**src/rtl/tick_recover_if.sv**
```systemverilog
// Bundle between the divider outputs, tick_recover and the game logic.
// Latency: none, this is wiring only.
// Backpressure: game_req is held until game_ack; there are no other stalls.
interface tick_recover_if #(
  parameter int FRAME_W = 16,
  parameter int OVR_W   = 8
);
  logic               clk_blink_in;
  logic               clk_game_in;
  logic               clk_fast_in;
  logic               blink_state;
  logic               fast_tick;
  logic               game_tick;
  logic               game_req;
  logic               game_ack;
  logic [FRAME_W-1:0] frame_count;
  logic [OVR_W-1:0]   overrun_count;
  logic               game_stall;

  // Recovery block side: samples the raw waves and the ack, drives the results.
  modport master (
    input  clk_blink_in, clk_game_in, clk_fast_in, game_ack,
    output blink_state, fast_tick, game_tick, game_req,
           frame_count, overrun_count, game_stall
  );

  // Environment side: the divider drives the waves, game logic acknowledges.
  modport slave (
    output clk_blink_in, clk_game_in, clk_fast_in, game_ack,
    input  blink_state, fast_tick, game_tick, game_req,
           frame_count, overrun_count, game_stall
  );
endinterface

```
**src/rtl/tick_recover.sv**
```systemverilog
// Recovers divided square waves into clock_in-domain levels, tick pulses and a frame req/ack.
// Latency: level SYNC_STAGES-1 edges after first sample, tick SYNC_STAGES edges after.
// Backpressure: a frame arriving while game_req is still set is counted as an overrun.
module tick_recover #(
  parameter int          SYNC_STAGES = 2,
  parameter logic [27:0] WDOG_LIMIT  = 28'd2500000,
  parameter int          FRAME_W     = 16,
  parameter int          OVR_W       = 8
) (
  input  logic           clock_in,
  input  logic           rst,
  tick_recover_if.master bus
);

  // Channel bit order used throughout: [2] fast, [1] game, [0] blink.
  localparam logic [2:0] ARM_MAX = 3'(SYNC_STAGES + 1);

  logic [2:0]         sync_q [SYNC_STAGES];
  logic [2:0]         hist_q;
  logic [2:0]         lvl;
  logic [2:0]         rise;
  logic [2:0]         arm_cnt;
  logic               armed;
  logic               fast_tick_q;
  logic               game_tick_q;
  logic               game_req_q;
  logic [FRAME_W-1:0] frame_cnt;
  logic [OVR_W-1:0]   ovr_cnt;
  logic [27:0]        wdog_cnt;
  logic               stall_q;

  assign lvl   = sync_q[SYNC_STAGES-1];
  // Until the chain has flushed, a level that was already high at reset release
  // would look like a rising edge, so edges are suppressed until armed.
  assign armed = (arm_cnt == ARM_MAX);
  assign rise  = armed ? (lvl & ~hist_q) : 3'b000;

  // Synchronizer chains and edge-history flops for all three channels.
  always_ff @(posedge clock_in) begin
    if (rst) begin
      for (int i = 0; i < SYNC_STAGES; i++) sync_q[i] <= 3'b000;
      hist_q <= 3'b000;
    end else begin
      sync_q[0] <= {bus.clk_fast_in, bus.clk_game_in, bus.clk_blink_in};
      for (int i = 1; i < SYNC_STAGES; i++) sync_q[i] <= sync_q[i-1];
      hist_q <= lvl;
    end
  end

  // Arm counter: counts up after reset release and parks at ARM_MAX.
  always_ff @(posedge clock_in) begin
    if (rst)         arm_cnt <= 3'd0;
    else if (!armed) arm_cnt <= arm_cnt + 3'd1;
  end

  // Registered single-cycle tick pulses.
  always_ff @(posedge clock_in) begin
    if (rst) begin
      fast_tick_q <= 1'b0;
      game_tick_q <= 1'b0;
    end else begin
      fast_tick_q <= rise[2];
      game_tick_q <= rise[1];
    end
  end

  // Frame handshake: a new frame (re)asserts req; an ack with no new frame retires it.
  always_ff @(posedge clock_in) begin
    if (rst) begin
      game_req_q <= 1'b0;
      frame_cnt  <= '0;
      ovr_cnt    <= '0;
    end else if (rise[1]) begin
      frame_cnt  <= frame_cnt + FRAME_W'(1);
      game_req_q <= 1'b1;
      if (game_req_q && !bus.game_ack && (ovr_cnt != '1))
        ovr_cnt <= ovr_cnt + OVR_W'(1);
    end else if (game_req_q && bus.game_ack) begin
      game_req_q <= 1'b0;
    end
  end

  // Watchdog: stall is raised on the same edge the counter reaches the limit.
  always_ff @(posedge clock_in) begin
    if (rst) begin
      wdog_cnt <= 28'd0;
      stall_q  <= 1'b0;
    end else if (rise[1]) begin
      wdog_cnt <= 28'd0;
      stall_q  <= 1'b0;
    end else if (armed) begin
      if (wdog_cnt != WDOG_LIMIT)          wdog_cnt <= wdog_cnt + 28'd1;
      if (wdog_cnt >= WDOG_LIMIT - 28'd1)  stall_q  <= 1'b1;
    end
  end

  assign bus.blink_state   = lvl[0];
  assign bus.fast_tick     = fast_tick_q;
  assign bus.game_tick     = game_tick_q;
  assign bus.game_req      = game_req_q;
  assign bus.frame_count   = frame_cnt;
  assign bus.overrun_count = ovr_cnt;
  assign bus.game_stall    = stall_q;

endmodule

```
**src/flat_wrapper.sv**
```systemverilog
// flat-port wrapper written by rule: the top's interface ports become plain ports
module tick_recover_flat 
#(
  parameter int          SYNC_STAGES = 2,
  parameter logic [27:0] WDOG_LIMIT  = 28'd2500000,
  parameter int          FRAME_W     = 16,
  parameter int          OVR_W       = 8
)
  (clock_in, rst, bus_clk_blink_in, bus_clk_game_in, bus_clk_fast_in, bus_game_ack, bus_blink_state, bus_fast_tick, bus_game_tick, bus_game_req, bus_frame_count, bus_overrun_count, bus_game_stall);
  tick_recover_if #(.FRAME_W(FRAME_W), .OVR_W(OVR_W)) bus_i ();
  input  logic clock_in;
  input  logic rst;
  input wire logic [$bits(bus_i.clk_blink_in)-1:0] bus_clk_blink_in;
  input wire logic [$bits(bus_i.clk_game_in)-1:0] bus_clk_game_in;
  input wire logic [$bits(bus_i.clk_fast_in)-1:0] bus_clk_fast_in;
  input wire logic [$bits(bus_i.game_ack)-1:0] bus_game_ack;
  output wire logic [$bits(bus_i.blink_state)-1:0] bus_blink_state;
  output wire logic [$bits(bus_i.fast_tick)-1:0] bus_fast_tick;
  output wire logic [$bits(bus_i.game_tick)-1:0] bus_game_tick;
  output wire logic [$bits(bus_i.game_req)-1:0] bus_game_req;
  output wire logic [$bits(bus_i.frame_count)-1:0] bus_frame_count;
  output wire logic [$bits(bus_i.overrun_count)-1:0] bus_overrun_count;
  output wire logic [$bits(bus_i.game_stall)-1:0] bus_game_stall;
  assign bus_i.clk_blink_in = bus_clk_blink_in;
  assign bus_i.clk_game_in = bus_clk_game_in;
  assign bus_i.clk_fast_in = bus_clk_fast_in;
  assign bus_i.game_ack = bus_game_ack;
  assign bus_blink_state = bus_i.blink_state;
  assign bus_fast_tick = bus_i.fast_tick;
  assign bus_game_tick = bus_i.game_tick;
  assign bus_game_req = bus_i.game_req;
  assign bus_frame_count = bus_i.frame_count;
  assign bus_overrun_count = bus_i.overrun_count;
  assign bus_game_stall = bus_i.game_stall;
  tick_recover #(.SYNC_STAGES(SYNC_STAGES), .WDOG_LIMIT(WDOG_LIMIT), .FRAME_W(FRAME_W), .OVR_W(OVR_W)) u_core (.clock_in(clock_in), .rst(rst), .bus(bus_i));
endmodule
```
**config.mk**
```make
export PLATFORM = sky130hd
export DESIGN_NAME = tick_recover_flat
export DESIGN_NICKNAME = d
export VERILOG_FILES = /design/src/rtl/tick_recover_if.sv /design/src/rtl/tick_recover.sv /design/src/flat_wrapper.sv
export SDC_FILE = /design/constraint.sdc
export NUM_CORES = 1
export LEC_CHECK = 0
export CORE_MARGIN = 2
export CORE_UTILIZATION = 35
export DETAILED_ROUTE_END_ITERATION = 16
export GPL_TIMING_DRIVEN = 0
export PLACE_DENSITY_LB_ADDON = 0.15
export SYNTH_ARGS = -nofsm -noshare
export SYNTH_HDL_FRONTEND = slang
export SYNTH_SLANG_ARGS = --single-unit
```
**constraint.sdc**
```tcl
create_clock -name clock_in -period 2.11 [get_ports clock_in]
set_input_delay 0.422 -clock clock_in [delete_from_list [all_inputs] [get_ports clock_in]]
set_output_delay 0.422 -clock clock_in [all_outputs]
set_load 0.05 [all_outputs]
```
### Word level (Yosys, flattened, before mapping)

Memory sizes are Yosys's and may differ from the RTL's.
Cells that the tools add are included.

* flip-flop bits (word level): 62
* bits in writable memories: 6
* input port bits: 6
* output and inout bits: 29
* word-level logic and storage cells: 41
* memories: 1

Memories
* u_core.sync_q: depth 2, bits a word 3, read ports 2, clocked after Yosys merged registers in 0, write ports 2, RTL line tick_recover.sv:18 `logic [2:0] sync_q [SYNC_STAGES];`

* add/subtract/negate cells: 4
* magnitude comparators: 1
* equality and inequality tests: 3
* muxes and demuxes: 8
* bitwise operators: 5
* reduce and logical (&&, ||, !) cells: 10

Operators with widths (number)
* 28-bit by 1-bit adder with 28-bit output, second input constant: 1
* 28-bit by 22-bit greater-or-equal comparator with 1-bit output, second input constant: 1
* 28-bit by 22-bit inequality test with 1-bit output, second input constant: 1
* 16-bit by 1-bit adder with 16-bit output, second input constant: 1
* 8-bit by 1-bit adder with 8-bit output, second input constant: 1
* 8-bit inequality test, second input constant: 1
* 3-bit 2-to-1 mux: 2
* 2-bit AND reduction: 3
* 1-bit 2-to-1 mux: 5
* 2-bit OR reduction: 2
* 3-bit by 1-bit adder with 3-bit output, second input constant: 1
* 3-bit AND: 1
* 3-bit by 2-bit equality test with 1-bit output, second input constant: 1
* 1-bit logical AND: 3
* 3-bit NOT: 1
* 2-bit 2-to-1 mux: 1
* 1-bit OR: 2
* 2-bit nonzero test: 1
* 1-bit logical NOT: 1
* 1-bit NOT: 1

### Longest topological paths before layout

Gate-level depths: netlist of the first run.

* depth after elaboration: 4
* gate-level depth with buffers: 9
* mapped depth without buffers: 7

### Least setup slack after synthesis of the first run

Ideal clock, no wire load.

* path type: reg2reg
* from: register u_core.arm_cnt[0]
* to: register u_core.wdog_cnt[19]
* library setup time: 59 ps
* arrival time: 1988 ps
* required time: 2051 ps
* path slack: 63 ps
* stages on the path, launching flop included: 9
* path buffers: 2
* period minus slack after synthesis: 2047 ps
* cells stage by stage: dfxtp_1 > ha_1 > ha_1 > buf_4 > and3b_1 > or2_2 > clkbuf_8 > or4_1 > nand2_1

* cells in the longest elaborated chain, start to end: 3
* elaborated cells on any way between the ends: 4
* classes of those cells: 1 x eq/ne; 1 x mux; 2 x reduce/logical

RTL lines
* start, declared: RTL line tick_recover.sv:22 `logic [2:0] arm_cnt;`
* start signal, assigned: RTL line tick_recover.sv:53 `else if (!armed) arm_cnt <= arm_cnt + 3'd1;`
* 3-bit by 2-bit equality test with 1-bit output (*): RTL line tick_recover.sv:35 `assign armed = (arm_cnt == ARM_MAX);`
* 2-bit 2-to-1 mux: RTL line tick_recover.sv:36 `assign rise = armed ? (lvl & ~hist_q) : 3'b000;`
* 2-bit OR reduction (no source line)
* end signal, assigned: RTL line tick_recover.sv:92 `if (wdog_cnt != WDOG_LIMIT) wdog_cnt <= wdog_cnt + 28'd1;`
* end, declared: RTL line tick_recover.sv:29 `logic [27:0] wdog_cnt;`

Mark *: on every way between the ends. The rest lies on a longest branch, timed or not.
A chain may end at the register's enable or synchronous reset.

### Worst setup path after layout of the first run

* from: register u_core.arm_cnt[0]
* to: register u_core.wdog_cnt[24]

The elaborated chain is that of the path after synthesis.

==> results of run 1 <==
==> layer usage <==
metal | up-vias | wire length, um
li1 | 1250 | -
met3 | 11 | 265
met1 | 1125 | 3120
met4 | 0 | 117
met2 | 58 | 2990
met5 | - | 0
==> stage by stage <==
stage                util  setup TNS [ns]  area, um^2  hold slack [ns]  setup slack [ns]
CTS                 0.441        -0.00437        3630            0.441          -0.00437
global placement    0.417          -0.841        3430            0.418            -0.119
finish              0.453               0        3720            0.437            0.0751
floorplan               -               0        2950            0.414            0.0628
detailed placement  0.417          -0.889        3430            0.424            -0.133
global route        0.453        -0.00826        3720            0.469          -0.00607
==> state kept, by name, summed over array words and instances, names as in the netlist <==
register,flops
u_core.bus.overrun_count,8
u_core.sync_q,6
u_core.bus.frame_count,16
u_core.bus.game_tick,1
u_core.bus.fast_tick,1
u_core.wdog_cnt,28
u_core.hist_q,2
u_core.bus.game_req,1
u_core.arm_cnt,3
u_core.bus.game_stall,1
==> what timing repair did <==
item | in CTS | in global routing
setup endpoints to repair | 13 | 21
pin swaps | 2 | 2
setup buffers | 2 | 5
hold endpoints to repair | 0 | 0
resized for setup | 5 | 16
==> cell families (layout without fill, tap and decap cells) <==
family,Yosys count,in the layout,share of synthesized area
fa+ha+maj,6,6,0.0254
flops,67,67,0.454
mux,3,3,0.0102
xor+xnor,40,40,0.119
buf+inv,21,76,0.0318
compound gates,30,30,0.0661
simple gates,163,163,0.294
==> final cells by class <==
cell class                      count  share of cell area
Multi-Input combinational cell    242               0.426
Sequential cell                    67               0.361
Timing Repair Buffer               41               0.108
Clock buffer                       12              0.0417
Tap cell                          105              0.0353
Buffer                             10              0.0124
Inverter                            9             0.00908
Clock inverter                      4             0.00672
==> worst register-to-register path, stage by stage (launching register included) <==
cell and delay (ns):
dfxtp_2 0.36, ha_4 0.14, ha_4 0.12, buf_6 0.11
nand4_1 0.16, or4_4 0.51, or4_4 0.44, a21oi_2 0.14
==> Yosys cell counts, types with 5 or more instances <==
library cell / n / area share
nand3_1: 11 / 0.019
xnor2_1: 16 / 0.047
ha_1: 6 / 0.025
inv_1: 9 / 0.011
nor3_1: 10 / 0.017
and3_1: 5 / 0.011
nor2_1: 53 / 0.067
a21oi_1: 11 / 0.019
o21ai_0: 7 / 0.012
nor2b_1: 10 / 0.021
nand2_1: 21 / 0.027
clkbuf_1: 7 / 0.0089
xor2_1: 24 / 0.071
or4_1: 5 / 0.013
dfxtp_1: 67 / 0.45
or3_1: 5 / 0.011
nand4_1: 17 / 0.036
nor4_1: 5 / 0.011
==> power by group through the flow <==
stage | Combinational, uW | Sequential, uW | Clock, uW
after floorplan | 78.9 | 1330 | 0
after global placement | 120 | 1330 | 0
after detailed placement | 123 | 1330 | 0
after CTS | 124 | 1300 | 1010
after global routing | 159 | 1310 | 1080
final | 137 | 1300 | 972
==> cells in the final DEF, fill, tap and decap left out, drive strengths merged, types with 3 or more instances in the layout <==
master	n
dlymetal6s2s	3
mux2i	3
and4	5
o21ai	7
and3	8
nand2	22
or3	6
clkbuf	18
ha	6
inv	9
nor2	53
xnor2	16
xor2	24
o31ai	4
nor4	5
nand3	12
nand4	18
or4	6
a21oi	11
nor3	10
dfxtp	67
buf	11
clkdlybuf4s50	31
nor2b	10
==> how the worst min path moves through the flow <==
stage	startpoint	slack [ns]	to
2_1_floorplan	u_core.sync_q[0][0]	0.41	u_core.sync_q[0][3]
3_3_place_gp	u_core.sync_q[0][1]	0.42	u_core.sync_q[0][4]
3_5_place_dp	u_core.sync_q[0][1]	0.42	u_core.sync_q[0][4]
4_1_cts	u_core.sync_q[0][1]	0.44	u_core.sync_q[0][4]
5_1_grt	u_core.sync_q[0][1]	0.47	u_core.sync_q[0][4]
6_report	u_core.sync_q[0][1]	0.44	u_core.sync_q[0][4]
==> out/qor.txt, run 1 <==
# IOs: 35
WP buf/inv: 1
power share of the sequential group: 0.540
mean routed wirelength per cell: 13.2 um
Setup violations, final: 0
RR Startpoint: u_core.arm_cnt[0]
cts hold-fix bufs: 0
CP Capture Point: u_core.wdog_cnt[24]
H-tree levels: 3
drt drc: 0
register area share after synthesis: 0.454
CP max stage delay: 0.51 ns
Worst slew margin: 0.633
DRT Wirelength: 6490 um
period utilization: 0.964
WS Path Type: reg2reg
Final Max Tran Viols: 0
clock power share: 0.403
internal power: 1830 uW
Reg2Reg Capture Point: u_core.wdog_cnt[24]
reg2reg setup slack: 0.08 ns
Worst Reg-to-Reg Cells: 7
Synth Cell Area: 0.00295 mm^2
status: finished clean
GRT met1 Usage: 0.200
Req. time, crit path: 2.38 ns
CTS tree: built
dpl cells: 469
# nets final: 392
Critical-path top delay cell: or4_4
arrival time worst endpoint: 2.31 ns
DRT Pass-1 Iters: 4
CTS Sinks: 67
area delta synth->final: 26.0%
gr ovfl total: 0
Max Root-Sink Buffers: 2
Clock Latency Late Sink: 0.34 ns
Fillers: 799
Final Wtd Congestion: 0.782
Post-DP HPWL: 4360 um
Via-to-Cell Ratio: 4.99
DR vias: 2444
cts bufs inserted: 9
Setup Skew: 0.00833 ns
EDFF count, synth: 0
ant diodes: 0
initial detailed-routing violation count: 76
min-delay worst type: reg2reg
non-filler cells, final: 490
syn_area_per_cell: 8.95 um^2
maximum vdd drop: 314 uV
sequential cell area: 0.00134 mm^2
Synth cell types: 45
LEAKAGE: 0.00133 uW
crit path max fanout: 6
Hold Violations, Final: 0
die footprint: 0.00919 mm^2
vias in the first global route: 2345
area of the multi-input gates: 0.00159 mm^2
Async SR Flop Fraction: 0
total number of yosys warnings: 0
PD cells: 648 mW/mm^2
combinational power share: 0.057
ANT nets after route: 0
Tot Pwr: 2410 uW
Sw Pwr: 578 uW
core box area: 0.00822 mm^2
Critical Path Sink Type: flip-flop
Max Cap Violations: 0
Std-Cell Rows: 33
number of instances on the worst hold path: 1
antenna violations before repair: 0
met3 Usage GRT: 0.0470
critical path launch point type: flip-flop
first-pass GRT wire length: 11000 um
Mapped Nets: 342
register bit total from synthesis: 67
layout cells sized above 1: 0.127
Die Y: 95.9 um
max frequency: 0.491 GHz
Worst-Margin Slew: 0.550 ns
met2 Track Usage GR: 0.240
Final min period: 2.03 ns
clock-pin slew on the worst setup and hold paths: 0.08 ns
top_reg_cell synth: dfxtp_1
IO buf count: 34
root buffer cell: clkbuf_8
most used routing layer: met2
WP depth: 7
GRT Total Usage: 0.156
starting density of the core: 0.360
Die X: 95.9 um
Critical Path Start: u_core.arm_cnt[0]
Gate Count Post-Synth: 330
cell breakdown of the critical path: ha_4, ha_4, buf_6, nand4_1, or4_4, or4_4, a21oi_2
Top delay family on crit path: simple AND/OR/NAND/NOR gates
Sw Ratio: 0.239
largest net degree at the start of global routing: 12
Note: power is estimated with default switching activity, not from simulation.
==> run 2: changes to the inputs <==
Settings changed: GPL_ROUTABILITY_DRIVEN set to 0.
==> results of run 2 <==
Same layout as run 1: the final DEF is identical, and so are final timing and power.
==> run 3: changes to the inputs <==
Settings changed: PLACE_DENSITY_LB_ADDON 0.15 to unset.
==> run 3 against run 2 <==
Effect of this change:
- the flow now finishes with violations (setup timing)
- largest cell class unchanged
- critical path depth stayed put
- sequential cell count is the same
- worst hold slack got worse by 0.00070 ns
- worst setup slack worse by 0.090 ns
- core utilization up 0.37 points
- sequential share of layout area down 0.29 points
==> out/qor.txt, run 3 (synthesis results as in run 1) <==
Final Max Tran Viols: 0 (unchanged)
Worst-Margin Slew: 0.559 ns (was 0.550 ns)
# IOs: 35 (unchanged)
period utilization: 1.01 (was 0.964)
maximum vdd drop: 286 uV (was 314 uV)
number of instances on the worst hold path: 1 (unchanged)
Hold Violations, Final: 0 (unchanged)
clock-pin slew on the worst setup and hold paths: 0.07 ns (was 0.08 ns)
Worst Reg-to-Reg Cells: 7 (unchanged)
area of the multi-input gates: 0.00157 mm^2 (was 0.00159 mm^2)
Post-Place Worst Slack: -0.114 ns (was -0.133 ns)
gr ovfl total: 0 (unchanged)
reg2reg setup slack: -0.01 ns (was 0.08 ns)
starting density of the core: 0.360 (unchanged)
Setup Skew: 0.00979 ns (was 0.00833 ns)
Critical Path Start: u_core.arm_cnt[0] (unchanged)
clock power share: 0.456 (was 0.403)
Clock Latency Late Sink: 0.34 ns (about the same)
Fillers: 806 (was 799)
IO buf count: 34 (unchanged)
GRT Total Usage: 0.148 (was 0.156)
Sw Ratio: 0.227 (was 0.239)
hold_sp: u_core.sync_q[0][0] (was u_core.sync_q[0][1])
ANT nets after route: 0 (unchanged)
PD cells: 707 mW/mm^2 (was 648 mW/mm^2)
GRT met1 Usage: 0.197 (was 0.200)
die footprint: 0.00919 mm^2 (unchanged)
cts hold-fix bufs: 0 (unchanged)
root buffer cell: clkbuf_8 (unchanged)
failing checks: setup timing
commonest non-fill, non-tap cells in the layout: dfxtp_1 (65), nor2_1 (51), clkdlybuf4s50_1 (33), xor2_1 (24), nand2_1 (21) (was dfxtp_1 (65), nor2_1 (52), clkdlybuf4s50_1 (31), xor2_1 (24), nand2_1 (21))
antenna violations before repair: 0 (unchanged)
area delta synth->final: 27.0% (was 26.0%)
arrival time worst endpoint: 2.40 ns (was 2.31 ns)
cts bufs inserted: 9 (unchanged)
critical path launch point type: flip-flop (unchanged)
register bank with the most flops: u_core.wdog_cnt (unchanged)
RR Startpoint: u_core.arm_cnt[0] (unchanged)
vias in the first global route: 2330 (was 2345)
DR vias: 2439 (was 2444)
Reg2Reg Capture Point: u_core.wdog_cnt[24] (unchanged)
sequential cell area: 0.00134 mm^2 (unchanged)
Sw Pwr: 603 uW (was 578 uW)
DRT Pass-1 Iters: 4 (unchanged)
largest net degree at the start of global routing: 13 (was 12)
met2 Track Usage GR: 0.229 (was 0.240)
non-filler cells, final: 491 (was 490)
Req. time, crit path: 2.39 ns (was 2.38 ns)
first-pass GRT wire length: 10700 um (was 11000 um)
Final min period: 2.12 ns (was 2.03 ns)
Max Cap Violations: 0 (unchanged)
LEAKAGE: 0.00132 uW (was 0.00133 uW)
Post-DP HPWL: 4280 um (was 4360 um)
max frequency: 0.471 GHz (was 0.491 GHz)
dpl cells: 469 (unchanged)
RSZ-0062 raised after global routing: yes
Std-Cell Rows: 33 (unchanged)
Max Root-Sink Buffers: 2 (unchanged)
crit path max fanout: 7 (was 6)
status: finished, violations left (was finished clean)
drt drc: 0 (unchanged)
Critical Path Sink Type: flip-flop (unchanged)
Die X: 95.9 um (unchanged)
WS Path Type: reg2reg (unchanged)
max reg flops: 28 (unchanged)
internal power: 2050 uW (was 1830 uW)
WHS Endpoint: u_core.sync_q[0][3] (was u_core.sync_q[0][4])
Worst slew margin: 0.624 (was 0.633)
leading cell type in the layout, fill and taps excluded: dfxtp_1 (unchanged)
Setup violations, final: 1 (was 0)
Via-to-Cell Ratio: 4.97 (was 4.99)
mean routed wirelength per cell: 12.8 um (was 13.2 um)
Die Y: 95.9 um (unchanged)
power share of the sequential group: 0.491 (was 0.540)
combinational power share: 0.054 (was 0.057)
# nets final: 393 (was 392)
layout cells sized above 1: 0.127 (about the same)
CTS Sinks: 67 (unchanged)
setup ws final: -0.0148 ns (was 0.0751 ns)
met3 Usage GRT: 0.0313 (was 0.0470)
core box area: 0.00822 mm^2 (unchanged)
initial detailed-routing violation count: 42 (was 76)
H-tree levels: 3 (unchanged)
DRT Wirelength: 6310 um (was 6490 um)
ant diodes: 0 (unchanged)
min-delay worst type: reg2reg (unchanged)
most used routing layer: met2 (unchanged)
CTS tree: built (unchanged)
## run 3: how the worst max path moves through the flow
stage                                        endpoint  slack (ns)  cells past startpoint
after detailed placement          u_core.wdog_cnt[20]       -0.11                      8
after CTS                 u_core.bus.overrun_count[7]        0.01                      8
after global routing              u_core.wdog_cnt[24]       -0.08                      7
after global placement            u_core.wdog_cnt[19]       -0.06                      8
after floorplan                   u_core.wdog_cnt[19]        0.06                      8
final                             u_core.wdog_cnt[24]       -0.01                      7
## run 3: area by class of cell
| cell class | count | share of cell area |
|---|---|---|
| Buffer | 11 | 0.0133 |
| Clock buffer | 10 | 0.0367 |
| Clock inverter | 6 | 0.0233 |
| Timing Repair Buffer | 41 | 0.105 |
| Inverter | 9 | 0.00900 |
| Tap cell | 105 | 0.0350 |
| Sequential cell | 67 | 0.358 |
| Multi-Input combinational cell | 242 | 0.419 |
## run 3: worst max-delay path: stages, from the launching register on
cell and delay, ns:
dfxtp_2 0.36, ha_4 0.14, ha_4 0.11, buf_6 0.11, nand4_1 0.17, or4_4 0.62, or4_4 0.43, a21oi_2 0.12
## run 3: routing by layer
metal | up-vias | wire [um]
li1 | 1247 | -
met1 | 1140 | 3200
met2 | 39 | 2780
met3 | 13 | 196
met4 | 0 | 127
met5 | - | 0
## run 3: per-stage QoR
| stage | total power, uW | hold slack, ns | TNS (ns) | utilization | cell area [um^2] |
|---|---|---|---|---|---|
| after floorplan | 1410 | 0.414 | 0 | - | 2950 |
| after global placement | 1440 | 0.417 | -0.258 | 0.417 | 3430 |
| after detailed placement | 1450 | 0.427 | -0.495 | 0.417 | 3430 |
| after CTS | 2650 | 0.443 | 0 | 0.445 | 3660 |
| after global routing | 2750 | 0.456 | -0.226 | 0.457 | 3750 |
| final | 2650 | 0.436 | -0.0148 | 0.457 | 3750 |
## run 3: power by group through the flow
| stage | logic (uW) | registers (uW) | clock network, uW |
|---|---|---|---|
| 6_report | 142 | 1300 | 1210 |
| 5_1_grt | 161 | 1310 | 1280 |
| 4_1_cts | 123 | 1300 | 1230 |
| 3_5_place_dp | 121 | 1330 | 0 |
| 3_3_place_gp | 119 | 1330 | 0 |
| 2_1_floorplan | 78.9 | 1330 | 0 |
## run 3: what timing repair did
item                                    CTS  global route
endpoints found under the setup margin    8            16
setup buffers                             1             6
gates resized for setup                   4            12
cloned                                    0             0
pin swaps                                 1             4
